### src/rtl/par2ser_bitstream.sv
// par2ser_bitstream: parallel-to-serial front end for the serial sequence
// detector. Words arrive over valid/ready into a one-deep holding register.
// They are then shifted out one bit per bit_en tick. The idle level is
// driven whenever no word is in flight.
module par2ser_bitstream #(
  parameter int WIDTH     = 8,
  parameter bit MSB_FIRST = 1'b1,
  parameter bit IDLE_BIT  = 1'b0
) (
  input  logic             clk,
  input  logic             rst,
  input  logic [WIDTH-1:0] din,
  input  logic             din_valid,
  output logic             din_ready,
  input  logic             bit_en,
  output logic             ser_out,
  output logic             ser_valid,
  output logic             word_done,
  output logic             busy
);

  localparam int CW = $clog2(WIDTH);
  localparam logic [CW-1:0] LAST = CW'(WIDTH - 1);

  typedef enum logic {IDLE, SHIFT} state_t;

  state_t           state;
  logic [WIDTH-1:0] shreg;
  logic [WIDTH-1:0] hold;
  logic             hold_full;
  logic [CW-1:0]    cnt;

  logic             accept;
  logic             cur_bit;
  logic [WIDTH-1:0] shifted;

  // Pick the output end of the shifter and form the next shifted value.
  // The vacated end is zero-filled.
  always_comb begin
    accept = din_valid && !hold_full;
    if (MSB_FIRST) begin
      cur_bit = shreg[WIDTH-1];
      shifted = {shreg[WIDTH-2:0], 1'b0};
    end else begin
      cur_bit = shreg[0];
      shifted = {1'b0, shreg[WIDTH-1:1]};
    end
  end

  assign din_ready = !hold_full;
  assign ser_valid = (state == SHIFT);
  assign ser_out   = ser_valid ? cur_bit : IDLE_BIT;
  assign busy      = ser_valid | hold_full;

  // Handshake capture, the word-load/shift FSM and the word_done pulse.
  // An accept only happens when hold is empty.
  // A load only happens when hold is full.
  // The two never fight over hold_full.
  always_ff @(posedge clk or negedge rst) begin
    if (!rst) begin
      state     <= IDLE;
      shreg     <= '0;
      hold      <= '0;
      hold_full <= 1'b0;
      cnt       <= '0;
      word_done <= 1'b0;
    end else begin
      word_done <= 1'b0;
      if (accept) begin
        hold      <= din;
        hold_full <= 1'b1;
      end
      case (state)
        IDLE: begin
          if (hold_full) begin
            shreg     <= hold;
            cnt       <= '0;
            hold_full <= 1'b0;
            state     <= SHIFT;
          end
        end
        SHIFT: begin
          if (bit_en) begin
            if (cnt == LAST) begin
              word_done <= 1'b1;
              if (hold_full) begin
                shreg     <= hold;
                cnt       <= '0;
                hold_full <= 1'b0;
              end else begin
                state <= IDLE;
              end
            end else begin
              shreg <= shifted;
              cnt   <= cnt + 1'b1;
            end
          end
        end
        default: state <= IDLE;
      endcase
    end
  end

endmodule
### config.mk
export PLATFORM = sky130hd
export DESIGN_NAME = par2ser_bitstream
export DESIGN_NICKNAME = d
export VERILOG_FILES = /design/src/rtl/par2ser_bitstream.sv
export SDC_FILE = /design/constraint.sdc
export NUM_CORES = 1
export LEC_CHECK = 0
export BUFFER_PORTS_ARGS = -buffer_cell sky130_fd_sc_hd__buf_2
export CAP_MARGIN = 10
export CORE_MARGIN = 4
export CORE_UTILIZATION = 45
export CTS_BUF_LIST = sky130_fd_sc_hd__clkbuf_8
export DETAILED_ROUTE_END_ITERATION = 10
export GPL_TIMING_DRIVEN = 0
export PLACE_DENSITY_LB_ADDON = 0.12
export SYNTH_ARGS = -nofsm -noshare
export SYNTH_HDL_FRONTEND = slang
export SYNTH_SLANG_ARGS = --single-unit
### constraint.sdc
create_clock -name clk -period 2.8 [get_ports clk]
set_input_delay 0.84 -clock clk [delete_from_list [all_inputs] [get_ports clk]]
set_output_delay 0.84 -clock clk [all_outputs]
set_load 0.01 [all_outputs]
* Word level (Yosys, flattened, before mapping) *
Cells that the tools add are included.

storage, ports and cells
  register bits = 22
  output and inout port bits = 5
  word-level logic and storage cells = 34

cells by class
  add/subtract/negate cells = 1
  eq/ne operators = 2
  multiplexer cells = 21
  bitwise operators = 2
  reduce and logical (&&, ||, !) cells = 2

operators by type and width
  operator                                                       number
  8-bit two-way mux                                              3
  8-bit one-hot mux with 2 select lines                          1
  1-bit two-way mux                                              11
  3-bit two-way mux                                              3
  3-bit one-hot mux with 2 select lines                          1
  1-bit one-hot mux with 2 select lines                          2
  3-bit by 1-bit adder with 3-bit output, second input constant  1
  3-bit == test, second input constant                           1
  2-bit inequality test, second input constant                   1
  1-bit logical AND                                              1
  1-bit zero test                                                1
  1-bit inverter                                                 1
  1-bit OR                                                       1

* Longest topological paths before layout *
Gate-level depths: netlist of the first run.

  depth after elaboration = 7
  depth in mapped cells = 6

* Worst setup path after synthesis of the first run *
OpenSTA, ideal clock, no wires.

  kind = register -> output
  start point = reg state (netlist: ser_valid)
  end point = out ser_out
  arrival = 0.938 ns
  required time = 1.960 ns
  setup slack = 1.022 ns
  cell stages (with the launch flop) = 3
  path buffers = 1
  cell sequence = dfrtp_1 -> clkbuf_1 -> and2_1

on the way
  word-level cells in the longest chain between the ends = 1

ends and longest elaborated chain
  element                   line  text
  start: declaration        27    state_t state;
  start signal: assignment  61    state <= IDLE;
  start signal: assignment  79    state <= SHIFT;
  start signal: assignment  91    state <= IDLE;
  1-bit two-way mux         52    assign ser_out = ser_valid ? cur_bit : IDLE_BIT;
  end: declaration          16    output logic ser_out,

No other way between the ends.

* Worst setup path in the final report of the first run *
Ends and elaborated chain as after synthesis.

==> results of run 1 <==
## final timing paths
path	start	end	slack [ps]	cells past startpoint
setup / recovery	ser_valid$_DFF_PN0_	ser_out	490	3
hold / removal	shreg[7]$_DFFE_PN0P_	shreg[7]$_DFFE_PN0P_	510	1
setup reg to reg	cnt[0]$_DFFE_PN0P_	shreg[7]$_DFFE_PN0P_	960	6
hold reg to reg	shreg[7]$_DFFE_PN0P_	shreg[7]$_DFFE_PN0P_	510	1
max in group asynchronous	rst	hold[5]$_DFFE_PN0P_	1950	1
min in group asynchronous	rst	hold[3]$_DFFE_PN0P_	520	1
## cell usage after synthesis
master,number,share of area (%)
nand2_1,6,2.2
clkbuf_1,2,0.73
nor3_1,6,2.9
buf_2,2,0.97
o21ai_0,3,1.5
o2bb2ai_1,1,0.85
nor2b_4,1,1.3
ha_1,3,3.6
and2_1,1,0.61
mux2_4,1,1.5
nor2_1,2,0.73
buf_6,1,1.1
inv_2,1,0.36
nor2b_1,2,1.2
and3_1,1,0.61
nand2b_1,1,0.61
mux2_2,3,3.3
dfrtp_1,22,53
a221oi_1,6,5.1
o21ai_1,3,1.5
a22o_1,6,5.1
mux2i_1,1,0.97
or2_2,2,1.2
inv_1,8,2.9
a21oi_1,1,0.48
a21o_1,1,0.73
a21boi_2,1,1.1
o22ai_1,6,3.6
## metal layers
metal / share of wire (%) / wire, µm
met1: 49 / 1010
met2: 44 / 917
met3: 5.0 / 103
met4: 1.9 / 40
met5: 0 / 0
## flip-flops by register name, indices dropped and copies added (netlist names)
register	count
word_done	1
shreg	8
hold_full	1
cnt	3
ser_valid	1
hold	8
## area by class of cell
type / count / area (µm²) / area share (%)
flip-flops and latches: 22 / 551 / 45.8
multi-input cells: 58 / 419 / 34.9
repair buffers: 16 / 80.1 / 6.66
clock buffers: 4 / 55.1 / 4.58
well taps: 28 / 35.0 / 2.91
inverters: 9 / 33.8 / 2.81
plain buffers: 5 / 28.8 / 2.39
## kinds of logic after synthesis
family / count (synthesis) / share of synthesized area (%)
mux: 5 / 5.70
buf+inv: 14 / 6.06
fa+ha+maj: 3 / 3.64
compound gates: 28 / 19.9
flops: 22 / 53.3
simple gates: 22 / 11.4
## power by group through the flow
stage | Combinational [W] | Sequential, W | Clock [W]
after floorplan | 0.000260 | 0.000504 | 0
after global placement | 0.000327 | 0.000520 | 0
after detailed placement | 0.000340 | 0.000523 | 0
after CTS | 0.000343 | 0.000518 | 0.000231
after global routing | 0.000382 | 0.000534 | 0.000253
final | 0.000338 | 0.000518 | 0.000228
## per-stage QoR
step                power (W)  cells  cell area [µm²]  hold WS, ps  utilization, %
global route          0.00117    142             1200          529            54.9
CTS                   0.00109    142             1200          513            54.9
floorplan            0.000764     94             1030          467               -
finish                0.00108    142             1200          511            54.9
detailed placement   0.000864    138             1150          487            52.4
global placement     0.000848    138             1150          483            52.4
==> metrics.cfg, run 1 <==
[synth]
synth_cells = 94
netlist-cell-type-count = 28
syn_area_mm2 = 0.00103
yosys_warnings = 0
postSynthNetCount = 109
seq_area_frac_synth_pct = 53.3
syn_avg_cell_area_um2 = 11.0
yosys_register_bits = 22

[global_route]
met1_usage_pct = 20.1
grt_pass1_wl_mm = 3.63
grt_pass1_vias = 786
grt_remaining_overflow = 0
grt_antenna_before_repair = 0
use_met2_pct = 22.6
grt_usage_pct = 14.9
use_met3_pct = 3.48
grt_max_degree = 23
grt_busiest_layer = met2

[setup_path]
required_ps = 1960
slowest_stage = dfrtp_1
cp_cell_sequence = clkbuf_1 -> and2_1 -> buf_2
cp_num_buf_inv = 2
critical_path_class = reg2out
cp_slowest_stage_delay_ps = 480
crit_family = buffers and inverters
cp_max_fo = 10
arrival_ps = 1470
end_kind = output port
critPathLaunchType = flip-flop

[routing]
ant_nets = 0
via_per_inst = 5.40
drt_iter0_markers = 12
wl_mm = 2.07
drc_errors = 0
drtPass1Iterations = 4
routedWlPerCell_um = 14.6
vias = 767

[timing]
worstMarginPinSlew_ps = 509
setup-violations-final = 0
setup_slack_ps = 493
rsz0062_at_grt = false
fin_skew_ps = 2.29
fin_crit_sh_pct = 82.4
fin_tns_setup_ps = 0
relSlewSlack_pct = 66.0
final_max_slew_viol_count = 0
clock.fmax_ghz = 0.433
finalHoldViolations = 0
period_minus_slack_ps = 2310

[placement]
gp_congestion = 0.783
dp_slack_ps = 788
dp_hpwl_mm = 1.48
port_buffers = 16

[die]
die_y_um = 55.9
dieArea_mm2 = 0.00312
rows = 17
die_width_um = 55.9
initial_utilization_pct = 47.1
core-area_mm2 = 0.00219
top_level_ports = 17

[power_and_ir_drop]
clockPowerShare_pct = 21.0
power_switching_w = 0.000345
pwr-share-comb_pct = 31.2
ir_drop_uv = 537
p_leak_nw = 0.559
seqPwrFrac_pct = 47.8
p_sw_share_pct = 31.9
powerDensity_mw_per_mm2 = 901
p_int_w = 0.000738

[run]
maxCapViolations = 0

[clock_network]
cts_tree = done
cts_hold_buf = 0
clock-sinks = 22
cts_buffers = 3
cts_setup_buffers = 0
cts_resized = 0
path_clk_slew_ps = 80
cts_buffer_depth = 2
htreeDepth = 1
clockRootBuffer = clkbuf_8
clock_latency_ps = 260

[run_status]
outcome = completed

[cells_and_area]
final_cell_mix = dfrtp_1 (22), buf_2 (18), inv_1 (8)
final_common_cell = dfrtp_1
nets = 130
fillers = 209
syn_to_final_growth_pct = 16.5
n_antenna_cell = 0
drive_gt1_share_pct = 28.1

[hold_path]
hp-class = reg2reg

Power figures use the tool's default switching activity.
==> run 2: changes to the inputs <==
- ABC_AREA: not set -> 1
- clock period: 2.8 -> 2.25 ns (I/O delays scaled with it)
==> run 2 against run 1 <==
First-iteration DRC count grew 8.3%. Clock power grew 62%. Register-to-register slack lost 210 ps. Final cell count grew 27%. Largest power group unchanged. Cell area grew 4.3%. Sequential power grew 24%. Largest cell class unchanged. Sequential cell count is the same. Highest routed layer unchanged. Global-route usage grew 0.20 points. Clock skew grew 2.6 ps. Clock-buffer cell count shrank 1. Combinational power grew 42%. Die area grew 3.3%.
==> metrics.cfg, run 2 <==
[setup_path]
critPathLaunchType = flip-flop
critical_path_class = reg2out
required_ps = 1570  ; -390 ps
end_kind = output port
arrival_ps = 1210  ; -260 ps
cp_max_fo = 10  ; unchanged

[clock_network]
clock_latency_ps = 270  ; about the same
cts_buffers = 3  ; unchanged
cts_tree = done
cts_setup_buffers = 0  ; unchanged
cts_hold_buf = 0  ; unchanged
cts_resized = 0  ; unchanged
cts_buffer_depth = 2  ; unchanged
clock-sinks = 22  ; unchanged
path_clk_slew_ps = 80  ; about the same
clockRootBuffer = clkbuf_8
htreeDepth = 1  ; unchanged

[cells_and_area]
final_cells = 181  ; +27%
n_antenna_cell = 0  ; unchanged
final_cell_mix = nand2_1 (42), dfrtp_1 (22), buf_2 (17)
regArea_um2 = 551  ; unchanged
nets = 169  ; +30%
drive_gt1_share_pct = 22.2  ; -5.8 points
multiInputGateArea_um2 = 437  ; +4.2%
fillers = 221  ; +5.7%
syn_to_final_growth_pct = 16.9
final_core_util_pct = 56.1  ; +1.3 points
biggestRegsByFlops = hold (8), shreg (8), cnt (3)
final_common_cell = nand2_1

[global_route]
grt_antenna_before_repair = 0  ; unchanged
grt_pass1_wl_mm = 3.79  ; +4.4%
grt_pass1_vias = 845  ; +7.5%
grt_usage_pct = 15.1  ; +0.20 points
grt_remaining_overflow = 0  ; unchanged
grt_max_degree = 23  ; unchanged

[power_and_ir_drop]
powerDensity_mw_per_mm2 = 1190  ; +32%
p_leak_nw = 0.695  ; +24%
ir_drop_uv = 694  ; +29%

[routing]
vias = 848  ; +11%
via_per_inst = 4.69  ; -13%
drtPass1Iterations = 4  ; unchanged
drt_iter0_markers = 13  ; +1
top_layer = met4
wl_met2_um = 937  ; +2.2%
routedWlPerCell_um = 11.2  ; -23%
drc_errors = 0  ; unchanged
met1Wirelength_um = 937  ; -7.0%
met3WireLength_um = 94  ; -8.7%
wl_mm = 2.02  ; -2.4%
ant_nets = 0  ; unchanged

[synth]
async_flop_share_pct = 100  ; unchanged
postSynthNetCount = 149  ; +37%
ys.flop_type = dfrtp_1
synth_top_cells_by_area = dfrtp_1 (51%), nand2_1 (15%), nand3_1 (5.6%), nor2_1 (5.6%), inv_1 (4.2%)
yosys_warnings = 0  ; unchanged
syn_avg_cell_area_um2 = 8.00  ; -27%
syn_area_mm2 = 0.00107  ; +3.9%
yosys_register_bits = 22  ; unchanged
synth.top_cells.by_count = nand2_1 (42), dfrtp_1 (22), nor2_1 (16), inv_1 (12), nand3_1 (12)
synth_most_common_cell = nand2_1
seq_area_frac_synth_pct = 51.3  ; -2.0 points
synth_edf_count = 0  ; unchanged
post-synth-top-area-fraction_pct = 51.3  ; -2.0 points
synth_cells = 134  ; +43%
synth_top_cell_by_area = dfrtp_1
netlist-cell-type-count = 19  ; -32%

[timing]
relSlewSlack_pct = 68.0  ; +2.1 points
finalHoldViolations = 0  ; unchanged
fin_crit_sh_pct = 83.7
period_minus_slack_ps = 1880
setup-violations-final = 0  ; unchanged
fin_skew_ps = 4.90  ; +2.61 ps
final_max_slew_viol_count = 0  ; unchanged
worstMarginPinSlew_ps = 480  ; -29.1 ps
rsz0062_at_grt = false
clock.fmax_ghz = 0.531
fin_tns_setup_ps = 0  ; unchanged

[die]
core-area_mm2 = 0.00223  ; +1.9%
initial_utilization_pct = 48.0  ; +0.90 points
dieArea_mm2 = 0.00323  ; +3.3%
rows = 17  ; unchanged
die_y_um = 56.8  ; +1.6%
die_width_um = 56.8  ; +1.6%
top_level_ports = 17  ; unchanged

[hold_path]
hp-class = in2async

[placement]
gp_congestion = 0.714  ; -8.8%
dp_cells = 177  ; +28%
dp_hpwl_mm = 1.51  ; +2.3%
port_buffers = 15  ; -1

[run]
maxCapViolations = 0  ; unchanged

[run_status]
outcome = completed

## run 2: cell count changes after synthesis, moves of 6 or more
cell      previous run  this run
nand2_1              6        42
nor2_1               2        16
nand3_1              0        12
a221oi_1             6         0
a22o_1               6         0
o22ai_1              6         0
## run 2: critical path, cell delays in order, from the launching register on
cell     delay, ps
dfrtp_1        390
inv_2          110
buf_2          230
nand2_1         70
buf_2          130
## run 2: metal layers
metal / track usage, % / up-vias
met4: 7.95 / 0
met1: 19.5 / 377
met3: 3.22 / 5
li1: - / 450
met2: 23.6 / 16
met5: 0 / -
## run 2: final timing paths
path / start / end / slack, ps / depth (start not counted)
max: hold_full$_DFF_PN0_ / busy / 370 / 4
min: rst / cnt[1]$_DFFE_PN0P_ / 360 / 1
max reg2reg: cnt[0]$_DFFE_PN0P_ / shreg[6]$_DFFE_PN0P_ / 750 / 9
min reg2reg: hold[3]$_DFFE_PN0P_ / hold[3]$_DFFE_PN0P_ / 480 / 2
max in group asynchronous: rst / hold[4]$_DFFE_PN0P_ / 1570 / 1
min in group clk: hold[3]$_DFFE_PN0P_ / hold[3]$_DFFE_PN0P_ / 480 / 2
## run 2: stage by stage
stage,power [W],setup slack (ps),hold slack [ps],area [µm²]
6_report,0.00149,368,358,1250
5_1_grt,0.00163,257,396,1250
4_1_cts,0.00151,345,373,1250
3_5_place_dp,0.00114,655,461,1180
3_3_place_gp,0.00112,658,456,1180
2_1_floorplan,0.00100,798,379,1070
## run 2: kinds of logic after synthesis
logic type,Yosys count,synth area share (%)
and+or+nand+nor,80,32.4
DFF,22,51.3
buffers and inverters,21,7.93
AOI/OAI and AO/OA,8,4.78
adders and majority gates,3,3.50
## run 2: cell type report
class | count | area share [%]
buffer | 4 | 1.70
sequential | 22 | 43.9
multi-input combinational | 91 | 34.8
timing repair buffer | 15 | 5.99
clock buffer | 3 | 3.29
tap | 28 | 2.79
clock inverter | 1 | 2.40
inverter | 17 | 5.09
## run 2: power breakdown
part / switching (W) / internal, W / leakage (nW)
registers: 0.0000867 / 0.000553 / 0.260
clock network: 0.000133 / 0.000238 / 0.0357
logic: 0.000297 / 0.000182 / 0.399
==> run 3: changes to the inputs <==
- clock period: 2.25 -> 1.7 ns (I/O delays scaled with it)
==> run 3 against run 2 <==
Worst setup slack got worse by 240 ps. Highest routed layer unchanged. Non-clock buffer count fell by 1. Register-to-register slack worse by 550 ps. Hold slack got worse by 170 ps. Clock power up 32%. Clock skew about the same. First-iteration DRC count rose by 7.7%. Sequential cell count did not move. Largest cell class unchanged. Critical endpoint unchanged. Critical path type unchanged. Die area did not move.
==> metrics.cfg, run 3 (synthesis gave the netlist of run 2 again) <==
[cells_and_area]
final_common_cell = nand2_1
fillers = 222  ; +0.45%
regArea_um2 = 551  ; unchanged
final_core_util_pct = 56.0  ; -0.11 points
final_cell_mix = nand2_1 (42), dfrtp_1 (22), buf_2 (16), nor2_1 (16)
drive_gt1_share_pct = 21.7  ; -0.51 points
nets = 168  ; -0.59%
n_antenna_cell = 0  ; unchanged
biggestRegsByFlops = hold (8), shreg (8), cnt (3)
syn_to_final_growth_pct = 16.7
multiInputGateArea_um2 = 437  ; unchanged

[routing]
ant_nets = 0  ; unchanged
drc_errors = 0  ; unchanged
via_per_inst = 4.75  ; +1.4%
drt_iter0_markers = 14  ; +1
drtPass1Iterations = 4  ; unchanged
vias = 855  ; +0.83%
routedWlPerCell_um = 11.2  ; +0.31%
wl_mm = 2.02  ; -0.25%

[timing]
rsz0062_at_grt = false
period_minus_slack_ps = 1570
setup-violations-final = 0  ; unchanged
fin_crit_sh_pct = 92.5
finalHoldViolations = 0  ; unchanged
final_max_slew_viol_count = 0  ; unchanged
clock.fmax_ghz = 0.636
worstMarginPinSlew_ps = 480  ; +0.124 ps
relSlewSlack_pct = 68.0  ; about the same
fin_tns_setup_ps = 0  ; unchanged
fin_skew_ps = 5.13  ; +0.231 ps

[power_and_ir_drop]
ir_drop_uv = 917  ; +32%
powerDensity_mw_per_mm2 = 1570  ; +32%
seqPwrFrac_pct = 43.3  ; +0.3 points
power_switching_w = 0.000684  ; +32%
clockPowerShare_pct = 24.9  ; about the same
p_int_w = 0.00128  ; +32%
p_leak_nw = 0.690  ; -0.73%
pwr-share-comb_pct = 31.8  ; -0.3 points
p_sw_share_pct = 34.8  ; +0.10 points

[die]
core-area_mm2 = 0.00223  ; unchanged
die_width_um = 56.8  ; unchanged
dieArea_mm2 = 0.00323  ; unchanged
rows = 17  ; unchanged
top_level_ports = 17  ; unchanged
initial_utilization_pct = 48.0  ; unchanged
die_y_um = 56.8  ; unchanged

[run]
maxCapViolations = 0  ; unchanged

[clock_network]
cts_buffer_depth = 2  ; unchanged
cts_hold_buf = 0  ; unchanged
clock-sinks = 22  ; unchanged
cts_buffers = 3  ; unchanged
cts_setup_buffers = 0  ; unchanged
cts_tree = done
htreeDepth = 1  ; unchanged
clockRootBuffer = clkbuf_8
clock_latency_ps = 270  ; about the same
path_clk_slew_ps = 80  ; about the same

[setup_path]
worst-r2r-setup-slack_ps = 200  ; -550 ps
arrival_ps = 1060  ; -150 ps
required_ps = 1190  ; -380 ps
critPathLaunchType = flip-flop
cp_max_fo = 9  ; -1
critical_path_class = reg2out
end_kind = output port

[hold_path]
hp-class = in2async

[global_route]
grt_pass1_wl_mm = 3.77  ; -0.55%
grt_antenna_before_repair = 0  ; unchanged
grt_max_degree = 23  ; unchanged
grt_usage_pct = 15.0  ; -0.095 points
grt_remaining_overflow = 0  ; unchanged
grt_pass1_vias = 846  ; +0.12%

[placement]
port_buffers = 15  ; unchanged
dp_hpwl_mm = 1.51  ; unchanged
gp_congestion = 0.714  ; unchanged

[run_status]
outcome = completed

==> run 3: per-stage QoR <==
step	power [W]	cell area [µm²]	hold WS [ps]	setup WS, ps	instances
floorplan	0.00132	1070	214	363	134
global placement	0.00148	1180	456	239	177
detailed placement	0.00150	1180	461	199	177
CTS	0.00199	1250	208	73.6	180
global route	0.00215	1250	231	43.0	180
finish	0.00197	1250	193	128	180
==> run 3: routing by layer <==
metal	vias up	track usage, %	wire length [µm]
met5	-	0	0
met2	18	23.3	942
met1	385	19.5	920
met4	0	7.95	46
met3	5	3.22	105
li1	447	-	-
==> run 3: what timing repair did <==
action	4_1_cts	5_1_grt
hold endpoints to repair	0	0
cloned	0	0
gates resized for setup	0	1
endpoints found under the setup margin	2	1
==> run 3: cell type report <==
type,count,share of cell area [%]
sequential,22,44.0
multi-input combinational,91,34.9
timing repair buffer,15,6.00
inverter,17,5.30
clock buffer,3,3.30
tap,28,2.80
clock inverter,1,2.40
buffer,3,1.30
==> run 3: worst paths after layout <==
path | start | end | cells after the start
worst min register to register | hold[3]$_DFFE_PN0P_ | hold[3]$_DFFE_PN0P_ | 2
max in group asynchronous | rst | hold[4]$_DFFE_PN0P_ | 1
worst max-delay path | ser_valid$_DFF_PN0_ | busy | 4
min in group clk | din[6] | hold[6]$_DFFE_PN0P_ | 3
worst min-delay path | rst | cnt[1]$_DFFE_PN0P_ | 1
worst max register to register | cnt[0]$_DFFE_PN0P_ | shreg[6]$_DFFE_PN0P_ | 9
==> run 3: critical path, stage by stage (launching register included) <==
cell and delay (ps):
dfrtp_1 380, buf_4 170, inv_2 70, nand2_1 40
buf_2 130
==> run 3: power by group through the flow <==
| stage | logic [W] | registers (W) | clock network (W) |
|---|---|---|---|
| finish | 0.000626 | 0.000851 | 0.000490 |
| global placement | 0.000632 | 0.000849 | 0 |
| global route | 0.000736 | 0.000878 | 0.000534 |
| CTS | 0.000638 | 0.000850 | 0.000506 |
| floorplan | 0.000498 | 0.000827 | 0 |
| detailed placement | 0.000645 | 0.000859 | 0 |
